<file path="src/rtl/bus_invert_pkg.sv">
// rtl/bus_invert_pkg.sv - shared bus-invert constants, popcount and saturating add
package bus_invert_pkg;

  localparam int DATA_W_DEFAULT = 8;
  localparam int MAX_W          = 64;

  function automatic logic [MAX_W-1:0] popcount(input logic [MAX_W-1:0] v);
    logic [MAX_W-1:0] n;
    n = '0;
    for (int i = 0; i < MAX_W; i++) begin
      n = n + MAX_W'(v[i]);
    end
    return n;
  endfunction

  // The sum < a test catches wrap when the counter is as wide as MAX_W.
  function automatic logic [MAX_W-1:0] sat_add(input logic [MAX_W-1:0] a,
                                               input logic [MAX_W-1:0] b,
                                               input logic [MAX_W-1:0] max);
    logic [MAX_W-1:0] sum;
    sum = a + b;
    if (sum < a || sum > max) begin
      return max;
    end
    return sum;
  endfunction

endpackage

</file>
<file path="src/rtl/bus_invert_fifo.sv">
// rtl/bus_invert_fifo.sv - synchronous FIFO, async active-low reset, head data valid while not empty
module bus_invert_fifo #(
  parameter int W     = 8,
  parameter int DEPTH = 2
) (
  input  logic         clk,
  input  logic         rst_n,
  input  logic         push_i,
  input  logic [W-1:0] data_i,
  input  logic         pop_i,
  output logic [W-1:0] data_o,
  output logic         full_o,
  output logic         empty_o
);

  localparam int PW = $clog2(DEPTH);
  localparam int CW = PW + 1;

  logic [W-1:0]  mem_q [DEPTH];
  logic [PW-1:0] wr_ptr_q, rd_ptr_q;
  logic [CW-1:0] count_q, count_d;
  logic          do_push, do_pop;

  assign full_o  = (count_q == CW'(DEPTH));
  assign empty_o = (count_q == '0);
  assign data_o  = mem_q[rd_ptr_q];

  assign do_push = push_i && !full_o;
  assign do_pop  = pop_i && !empty_o;

  always_comb begin
    count_d = count_q;
    if (do_push && !do_pop) begin
      count_d = count_q + CW'(1);
    end else if (do_pop && !do_push) begin
      count_d = count_q - CW'(1);
    end
  end

  // Storage is cleared on reset so the head reads zero until the first push.
  always_ff @(posedge clk or negedge rst_n) begin
    if (!rst_n) begin
      for (int i = 0; i < DEPTH; i++) begin
        mem_q[i] <= '0;
      end
      wr_ptr_q <= '0;
      rd_ptr_q <= '0;
      count_q  <= '0;
    end else begin
      if (do_push) begin
        mem_q[wr_ptr_q] <= data_i;
        wr_ptr_q        <= wr_ptr_q + PW'(1);
      end
      if (do_pop) begin
        rd_ptr_q <= rd_ptr_q + PW'(1);
      end
      count_q <= count_d;
    end
  end

endmodule

</file>
<file path="src/rtl/bus_invert_receiver.sv">
// rtl/bus_invert_receiver.sv - bus-invert link receiver with decode, FIFO, protocol check; stats under BUS_INVERT_RX_STATS_EN
module bus_invert_receiver
  import bus_invert_pkg::*;
#(
  parameter int DATA_W     = DATA_W_DEFAULT,
  parameter int FIFO_DEPTH = 2,
  parameter int CNT_W      = 16
) (
  input  logic              clk,
  input  logic              rst_n,
  input  logic              bus_valid,
  output logic              bus_ready,
  input  logic [DATA_W-1:0] bus_data,
  input  logic              bus_invert,
  output logic              out_valid,
  input  logic              out_ready,
  output logic [DATA_W-1:0] out_data,
  output logic              err_hd,
  input  logic              err_clr,
  output logic [CNT_W-1:0]  stat_words,
  output logic [CNT_W-1:0]  stat_toggles
);

  localparam int HD_W = $clog2(DATA_W + 1);
  localparam int HALF = DATA_W / 2;

  logic              fifo_full, fifo_empty;
  logic              accept;
  logic [DATA_W-1:0] decoded;
  logic [HD_W-1:0]   hd;
  logic [DATA_W-1:0] prev_bus_q, prev_bus_d;
  logic              err_q, err_d;

  assign bus_ready = !fifo_full;
  assign out_valid = !fifo_empty;
  assign accept    = bus_valid && bus_ready;
  assign decoded   = bus_data ^ {DATA_W{bus_invert}};
  assign hd        = HD_W'(popcount(MAX_W'(bus_data ^ prev_bus_q)));
  assign err_hd    = err_q;

  bus_invert_fifo #(
    .W     (DATA_W),
    .DEPTH (FIFO_DEPTH)
  ) u_fifo (
    .clk     (clk),
    .rst_n   (rst_n),
    .push_i  (accept),
    .data_i  (decoded),
    .pop_i   (out_ready),
    .data_o  (out_data),
    .full_o  (fifo_full),
    .empty_o (fifo_empty)
  );

  // A new violation outranks a simultaneous clear.
  always_comb begin
    prev_bus_d = prev_bus_q;
    err_d      = err_q;
    if (err_clr) begin
      err_d = 1'b0;
    end
    if (accept) begin
      prev_bus_d = bus_data;
      if (hd > HD_W'(HALF)) begin
        err_d = 1'b1;
      end
    end
  end

  always_ff @(posedge clk or negedge rst_n) begin
    if (!rst_n) begin
      prev_bus_q <= '0;
      err_q      <= 1'b0;
    end else begin
      prev_bus_q <= prev_bus_d;
      err_q      <= err_d;
    end
  end

`ifdef BUS_INVERT_RX_STATS_EN
  logic [CNT_W-1:0] words_q, words_d;
  logic [CNT_W-1:0] toggles_q, toggles_d;
  logic             prev_inv_q;

  always_comb begin
    words_d   = words_q;
    toggles_d = toggles_q;
    if (accept) begin
      words_d   = CNT_W'(sat_add(MAX_W'(words_q), MAX_W'(1), MAX_W'({CNT_W{1'b1}})));
      toggles_d = CNT_W'(sat_add(MAX_W'(toggles_q),
                                 MAX_W'(hd) + MAX_W'(bus_invert != prev_inv_q),
                                 MAX_W'({CNT_W{1'b1}})));
    end
  end

  always_ff @(posedge clk or negedge rst_n) begin
    if (!rst_n) begin
      words_q    <= '0;
      toggles_q  <= '0;
      prev_inv_q <= 1'b0;
    end else begin
      words_q   <= words_d;
      toggles_q <= toggles_d;
      if (accept) begin
        prev_inv_q <= bus_invert;
      end
    end
  end

  assign stat_words   = words_q;
  assign stat_toggles = toggles_q;
`else
  assign stat_words   = '0;
  assign stat_toggles = '0;
`endif

endmodule

</file>
<file path="config.mk">
export PLATFORM = sky130hd
export DESIGN_NAME = bus_invert_receiver
export DESIGN_NICKNAME = d
export VERILOG_FILES = /design/src/rtl/bus_invert_pkg.sv /design/src/rtl/bus_invert_fifo.sv /design/src/rtl/bus_invert_receiver.sv
export SDC_FILE = /design/constraint.sdc
export NUM_CORES = 1
export LEC_CHECK = 0
export ABC_CLOCK_PERIOD_IN_PS = 3800
export CORE_AREA = 2 2 75 77
export CTS_CLUSTER_DIAMETER = 120
export DETAILED_ROUTE_END_ITERATION = 8
export DIE_AREA = 0 0 77 79
export GPL_TIMING_DRIVEN = 0
export PLACE_DENSITY = 0.67
export SKIP_LAST_GASP = 1
export SYNTH_ARGS = -nofsm -noshare
export SYNTH_HDL_FRONTEND = slang
export SYNTH_SLANG_ARGS = --single-unit
</file>
<file path="constraint.sdc">
create_clock -name clk -period 3.8 [get_ports clk]
set_input_delay 0.38 -clock clk [delete_from_list [all_inputs] [get_ports clk]]
set_output_delay 0.38 -clock clk [all_outputs]
set_load 0.1 [all_outputs]
</file>
==> metrics.log, run 1 <==
[metrics] Worst Slack Setup Final: 0.1313 ns
[metrics] crit end category: register
[metrics] die height: 79 µm
[metrics] average instance area after synthesis: 12.44 µm²
[metrics] count of max-cap constraint violations: 0
[metrics] largest net degree at the start of global routing: 30
[metrics] slew at the pin with the worst max-slew slack: 0.9868 ns
[metrics] clock period minus worst slack: 3.669 ns
[metrics] worst stage delay on the critical path: 0.55 ns
[metrics] width of the die: 77 µm
[metrics] Antenna Cells: 0
[metrics] number of detailed-route iterations in the first pass: 2
[metrics] cell area after layout: 2337 µm²
[metrics] flip-flop and latch count after synthesis: 29
[metrics] CP startpoint kind: primary input
[metrics] clock buffer count from CTS: 5
[metrics] Cell Rows: 27
[metrics] global placement routability congestion: 0.7239
[metrics] Remaining DRCs: 0
[metrics] count of buffers added by post-CTS timing repair for setup: 0
[metrics] die area: 6083 µm²
[metrics] startpoint of the most critical register-to-register path: prev_bus_q[0]
[metrics] I/O pin count: 57
[metrics] Placement Setup Slack: -0.2061 ns
[metrics] Placed Area: 2253 µm²
[metrics] CTS hold repair buffers: 0
[metrics] unrepaired setup endpoints after global routing: false
[metrics] number of setup violations in the final report: 0
[metrics] clock-pin transition on the worst setup and hold timing paths: 0.06 ns
[metrics] synthesized instance count: 146
[metrics] number of different library cells in the post-synthesis netlist: 23
[metrics] critical path, cell by cell: clkdlybuf4s50_1 -> xnor2_1 -> fa_1 -> inv_1 -> fa_1 -> inv_1 -> fa_1 -> inv_1 -> ha_1 -> fa_1 -> o22a_1 -> a22oi_1 -> o22ai_1
[metrics] post-detailed-route wirelength per cell: 9.968 µm
[metrics] all-layer global routing usage: 9.782%
[metrics] endpoint required time on the critical path: 3.95 ns
[metrics] via count of the first global-routing pass: 1002
[metrics] DPL Wire Length: 2170 µm
[metrics] Sinks on Clock Net: 29
[metrics] maximum buffer depth of the clock tree: 2
[metrics] status: completed
[metrics] worst-case headroom to the max-slew limit: 34.01%
[metrics] Iteration-0 DRC Markers: 23
[metrics] Final Skew: 0.003547 ns
[metrics] fraction of final layout cells with drive strength greater than 1: 37.68%
[metrics] Max stage delay cell, worst path: clkdlybuf4s50_1
[metrics] post-layout net count: 229
[metrics] class of the most critical setup path: in -> reg
[metrics] Area growth, synth to finish: 28.65%
[metrics] final number of hold-violating endpoints: 0
[metrics] clock latency on the worst-skew pair: 0.26 ns
[metrics] cell seen most often among critical-path stages: fa_1
[metrics] starting utilization of the core area: 34.04%
[metrics] count of buffers from port buffering: 23
[metrics] arrival time at the worst endpoint: 3.82 ns
[metrics] number of vias in the routed layout: 1040
[metrics] total routed wirelength: 2781 µm
[metrics] post-synth design cell area: 1817 µm²
[metrics] highest fanout seen on the critical path: 3
[metrics] CTS tree: yes
[metrics] sequential-to-total area share from yosys stat: 39.94%
[metrics] via density per instance: 3.728
[metrics] Final ANT Viol Nets: 0
[metrics] Final period util: 96.55%
[metrics] core region area: 5338 µm²
[metrics] hold crit path type: in -> async
[metrics] Yosys warning count: 0
[metrics] H-Tree Depth: 2
[metrics] achievable frequency: 272.6 MHz
[metrics] remaining global-route overflow: 0
[metrics] CP startpoint: bus_data[3]
[metrics] setup TNS: 0 ns
[metrics] clock root buffer master: clkbuf_8
[metrics] Finished Layout Cells: 279
[metrics] number of antenna violations at the first check in global routing: 0
[metrics] number of placed instances with taps included: 272
[metrics] wire length of the first global-routing pass: 4692 µm
[metrics] final-report max-slew violation count: 0
-- per-stage QoR --
step | utilization (%) | hold slack [ns]
final | 43.79 | 0.1419
after global routing | 43.79 | 0.1878
after CTS | 43.84 | 0.5026
after detailed placement | 42.22 | 0.4891
after global placement | 42.22 | 0.4827
after floorplan | - | 0.08441
-- final timing paths --
check,end,slack [ns],cells after the start
max in group asynchronous,u_fifo.mem_q[0],3.23,1
min reg2reg,u_fifo.mem_q[0],0.51,1
max reg2reg,err_hd,0.33,12
min in group clk,prev_bus_q[0],0.48,2
max,err_hd,0.13,13
min,prev_bus_q[5],0.14,1
-- cell type report --
cell class	count	area [µm²]
clock buffer	7	86.33
tap	72	90.09
buffer	36	272.8
inverter	7	26.28
fill	540	3000
timing repair buffer	23	227.7
sequential	29	725.7
multi-input combinational	105	908.4
-- Yosys cell counts, drive strengths merged --
cell | count | area share (%)
xor2 | 13 | 6.3
or2 | 1 | 0.34
buf | 35 | 15
fa | 4 | 4.4
clkbuf | 1 | 0.28
a22oi | 1 | 0.41
a21o | 1 | 0.41
conb | 1 | 0.21
o22ai | 1 | 0.34
and3b | 1 | 0.48
mux2 | 32 | 21
inv | 7 | 1.4
nand3 | 1 | 0.55
ha | 4 | 2.8
o22a | 1 | 0.48
nor2 | 1 | 0.21
dfrtp | 29 | 40
xnor2 | 8 | 3.9
nand2 | 3 | 0.62
nand2b | 1 | 0.76
-- cell families after synthesis --
kind of cell	Yosys count	share of synthesized area, %
xor+xnor	21	10.12
flops	29	39.95
simple gates	8	2.961
mux	32	21.49
other cells	1	0.2064
buf+inv	43	16.46
fa+ha+maj	8	7.163
compound gates	4	1.654
-- sequential cells by signal, indices dropped and copies added (netlist names) --
signal / flops
err_hd: 1
u_fifo.wr_ptr_q: 1
u_fifo.mem_q: 16
u_fifo.count_q: 2
prev_bus_q: 8
u_fifo.rd_ptr_q: 1
-- critical path: cells and delay by family --
| family | cells | cell delay, ns |
|---|---|---|
| xor gates and xnor gates | 1 | 0.12 |
| adders and majority gates | 5 | 2.18 |
| buffers and inverters | 4 | 0.70 |
| AOI/OAI and AO/OA | 3 | 0.42 |
-- metal layers --
metal	track usage, %	wire length [µm]	vias up
li1	-	-	533
met5	0	0	-
met1	13.10	1257	477
met2	15.44	1363	28
met3	2.273	147	2
met4	3.750	13	0
-- placed cells by master (no fill, tap or decap), types with 6 or more instances in the layout --
cell type	n
mux2_4	8
clkbuf_8	6
inv_1	7
conb_1	32
xnor2_1	8
buf_4	32
mux2_2	24
dfrtp_1	29
xor2_1	13
clkdlybuf4s50_1	21
-- what timing repair did --
item                                   4_1_cts  5_1_grt
setup endpoints to repair                    0        1
endpoints found under the hold margin        0        0
resized for setup                            0        1
Power of run 1 is not shown: default switching activity piles up to over one toggle a cycle in this logic, so the estimate is an artifact.
==> run 2: changes to the inputs <==
--- a/config.mk
+++ b/config.mk
@@ -5,14 +5,15 @@
 export SDC_FILE = /design/constraint.sdc
 export NUM_CORES = 1
 export LEC_CHECK = 0
-export ABC_CLOCK_PERIOD_IN_PS = 3800
+export ABC_CLOCK_PERIOD_IN_PS = 3850
 export CORE_AREA = 2 2 75 77
 export CTS_CLUSTER_DIAMETER = 120
 export DETAILED_ROUTE_END_ITERATION = 8
 export DIE_AREA = 0 0 77 79
 export GPL_TIMING_DRIVEN = 0
-export PLACE_DENSITY = 0.67
+export PLACE_DENSITY = 0.68
 export SKIP_LAST_GASP = 1
 export SYNTH_ARGS = -nofsm -noshare
 export SYNTH_HDL_FRONTEND = slang
+export SYNTH_HIERARCHICAL = 1
 export SYNTH_SLANG_ARGS = --single-unit
==> constraint.sdc (replaced) <==
create_clock -name clk -period 3.85 [get_ports clk]
set_input_delay 0.385 -clock clk [delete_from_list [all_inputs] [get_ports clk]]
set_output_delay 0.385 -clock clk [all_outputs]
set_load 0.1 [all_outputs]
==> run 2 against run 1 <==
Net effect:
- count of clock-buffer cells in the layout did not move
- register-to-register slack improved by 0.14 ns
- critical endpoint unchanged
- via count rose by 3.8%
- largest cell class unchanged
- design area rose by 1.4%
- utilization rose by 0.63 points
- global-route usage rose by 0.66 points
- non-clock buffer count did not move
==> metrics.log, run 2 <==
[metrics] end-of-flow core utilization: 44.42% (+0.63 points)
[metrics] highest fanout seen on the critical path: 3 (unchanged)
[metrics] clock buffer count from CTS: 5 (unchanged)
[metrics] core region area: 5338 µm² (unchanged)
[metrics] Worst Slack Setup Final: 0.2654 ns (+0.1341 ns)
[metrics] starting utilization of the core area: 34.44% (+0.40 points)
[metrics] Remaining DRCs: 0 (unchanged)
[metrics] clock latency on the worst-skew pair: 0.28 ns (+0.02 ns)
[metrics] final-report max-slew violation count: 0 (unchanged)
[metrics] slew at the pin with the worst max-slew slack: 0.9776 ns (-0.009127 ns)
[metrics] remaining global-route overflow: 0 (unchanged)
[metrics] CTS tree: yes
[metrics] Iteration-0 DRC Markers: 20 (-13%)
[metrics] Final ANT Viol Nets: 0 (unchanged)
[metrics] number of different library cells in the post-synthesis netlist: 25 (+8.7%)
[metrics] sequential-to-total area share from yosys stat: 39.48% (-0.46 points)
[metrics] number of antenna violations at the first check in global routing: 0 (unchanged)
[metrics] max reg flops: 16 (unchanged)
[metrics] commonest non-fill, non-tap cells in the layout: 32 x buf_4, 32 x conb_1, 29 x dfrtp_1
[metrics] all-layer global routing usage: 10.45% (+0.66 points)
[metrics] met3 Resource Use GR: 3.409% (+1.1 points)
[metrics] achievable frequency: 279.0 MHz
[metrics] number of setup violations in the final report: 0 (unchanged)
[metrics] Placed Area: 2275 µm² (+0.94%)
[metrics] I/O pin count: 57 (unchanged)
[metrics] CP startpoint kind: primary input
[metrics] Multi-input gate area: 920.9 µm² (+1.4%)
[metrics] number of vias in the routed layout: 1079 (+3.8%)
[metrics] Reg area: 725.7 µm² (unchanged)
[metrics] via density per instance: 3.813 (+2.3%)
[metrics] largest net degree at the start of global routing: 30 (unchanged)
[metrics] global routing usage on met1: 12.61% (-0.49 points)
[metrics] number of enable-type register cells in the synthesized netlist: 0 (unchanged)
[metrics] Antenna Cells: 0 (unchanged)
[metrics] via count of the first global-routing pass: 1053 (+5.1%)
[metrics] maximum buffer depth of the clock tree: 2 (unchanged)
[metrics] number of detailed-route iterations in the first pass: 2 (unchanged)
[metrics] Sinks on Clock Net: 29 (unchanged)
[metrics] cell area after layout: 2371 µm² (+1.4%)
[metrics] worst stage delay on the critical path: 0.53 ns (-0.02 ns)
[metrics] post-synth design cell area: 1838 µm² (+1.2%)
[metrics] Cell Rows: 27 (unchanged)
[metrics] number of fill cells: 518 (-4.1%)
[metrics] CTS hold repair buffers: 0 (unchanged)
[metrics] Yosys warning count: 6 (+6)
[metrics] Buffers & Inverters on Critical Path: 4 (unchanged)
[metrics] cell seen most often among critical-path stages: fa_1
[metrics] die area: 6083 µm² (unchanged)
[metrics] most used flip-flop cell after synthesis: dfrtp_1
[metrics] unrepaired setup endpoints after global routing: false
[metrics] post-layout net count: 232 (+1.3%)
[metrics] Synth area leaders: dfrtp_1 39%, mux2_2 15%, buf_4 13%
[metrics] status: completed
[metrics] crit end category: register
[metrics] largest registers in the final layout: u_fifo/mem_q x16, prev_bus_q x8, u_fifo/count_q x2
[metrics] DPL Wire Length: 2072 µm (-4.5%)
[metrics] final number of hold-violating endpoints: 0 (unchanged)
[metrics] clock root buffer master: clkbuf_8
[metrics] worst-case headroom to the max-slew limit: 34.62% (+0.61 points)
[metrics] width of the die: 77 µm (unchanged)
[metrics] total routed wirelength: 2893 µm (+4.0%)
[metrics] Final Skew: 0.004548 ns (+0.001001 ns)
[metrics] global placement routability congestion: 0.6791 (-6.2%)
[metrics] highest-utilization routing layer at the global route stage: met2
[metrics] count of buffers from port buffering: 23 (unchanged)
[metrics] wire length of the first global-routing pass: 4871 µm (+3.8%)
[metrics] clock-pin transition on the worst setup and hold timing paths: 0.06 ns (about the same)
[metrics] Max stage delay cell, worst path: fa_1
[metrics] synth cell count leaders: 32 x buf_4, 29 x dfrtp_1, 25 x mux2_2
[metrics] most flop-heavy register: u_fifo/mem_q
[metrics] fraction of final layout cells with drive strength greater than 1: 37.91% (+0.23 points)
[metrics] clock period minus worst slack: 3.585 ns
[metrics] Global Route met2 Usage: 17.02% (+1.6 points)
[metrics] average instance area after synthesis: 12.34 µm² (-0.87%)
[metrics] die height: 79 µm (unchanged)
[metrics] post-cts resize count: 0 (unchanged)
[metrics] H-Tree Depth: 2 (unchanged)
[metrics] most common cell in the synthesized netlist: buf_4
[metrics] Top Family by Delay on Critical Path: adder cells
[metrics] cell type with the largest total area after synthesis: dfrtp_1
[metrics] class of the most critical setup path: in -> reg
[metrics] setup TNS: 0 ns (unchanged)
[metrics] flip-flop and latch count after synthesis: 29 (unchanged)
[metrics] Placement Setup Slack: -0.05819 ns (+0.1479 ns)
[metrics] hold crit path type: in -> async
[metrics] Final period util: 93.11%
[metrics] synthesized instance count: 149 (+2.1%)
[metrics] Yosys top cell area share: 39.48% (-0.46 points)
[metrics] async set or reset register ratio after synthesis: 100.0% (unchanged)
[metrics] count of max-cap constraint violations: 0 (unchanged)
[metrics] count of buffers added by post-CTS timing repair for setup: 0 (unchanged)
[metrics] arrival time at the worst endpoint: 3.74 ns (-0.08 ns)
[metrics] post-detailed-route wirelength per cell: 10.22 µm (+2.6%)
[metrics] critical path, cell by cell: clkdlybuf4s50_1 -> xnor2_1 -> fa_1 -> inv_1 -> fa_1 -> inv_1 -> fa_1 -> inv_1 -> ha_1 -> fa_1 -> o211ai_1 -> o221ai_1
[metrics] endpoint required time on the critical path: 4.00 ns (+0.05 ns)
[metrics] Area growth, synth to finish: 29.00%
-- run 2: per-layer routing --
layer  wire length (µm)  vias to the layer above
li1                   -                      540
met1               1303                      499
met2               1363                       35
met3                165                        5
met4                 61                        0
met5                  0                        -
-- run 2: area by class of cell --
type                            instances  share of cell area (%)
Tap cell                               72                   3.799
Clock buffer                            7                   4.063
Multi-Input combinational cell        106                   38.84
Sequential cell                        29                   30.61
Clock inverter                          1                  0.2111
Timing Repair Buffer                   23                   9.499
Buffer                                 36                   11.56
Inverter                                9                   1.425
-- run 2: metrics by stage --
step / std cells / hold WS, ns
final: 283 / 0.1265
after global routing: 283 / 0.1744
after CTS: 283 / 0.5058
after detailed placement: 275 / 0.4908
after global placement: 275 / 0.4843
after floorplan: 180 / 0.08941
-- run 2: cell families after synthesis --
| family | share of synthesized area (%) |
|---|---|
| AOI/OAI and AO/OA | 1.429 |
| xor gates and xnor gates | 10.48 |
| adders and majority gates | 7.080 |
| buffers and inverters | 16.75 |
| DFF | 39.48 |
| muxes | 21.03 |
| other | 0.2040 |
| and+or+nand+nor | 3.540 |
-- run 2: worst register-to-register path, stage by stage, from the launching register on --
cell,delay [ns]
dfrtp_1,0.39
xnor2_1,0.15
fa_1,0.53
inv_1,0.05
fa_1,0.53
inv_1,0.06
fa_1,0.53
inv_1,0.05
ha_1,0.21
fa_1,0.44
o211ai_1,0.18
o221ai_1,0.12
-- run 2: path summary, 6_finish.rpt --
kind	slack (ns)	startpoint	cells past startpoint	end
setup / recovery	0.27	bus_data[0]	12	err_hd
hold / removal	0.13	rst_n	1	u_fifo/mem_q[11]
setup reg to reg	0.47	prev_bus_q[0]	11	err_hd
hold reg to reg	0.50	u_fifo/mem_q[5]	1	u_fifo/mem_q[5]
max in group asynchronous	3.31	rst_n	1	u_fifo/mem_q[13]
min in group clk	0.50	u_fifo/mem_q[5]	1	u_fifo/mem_q[5]
Power of run 2 is left out for the same reason.
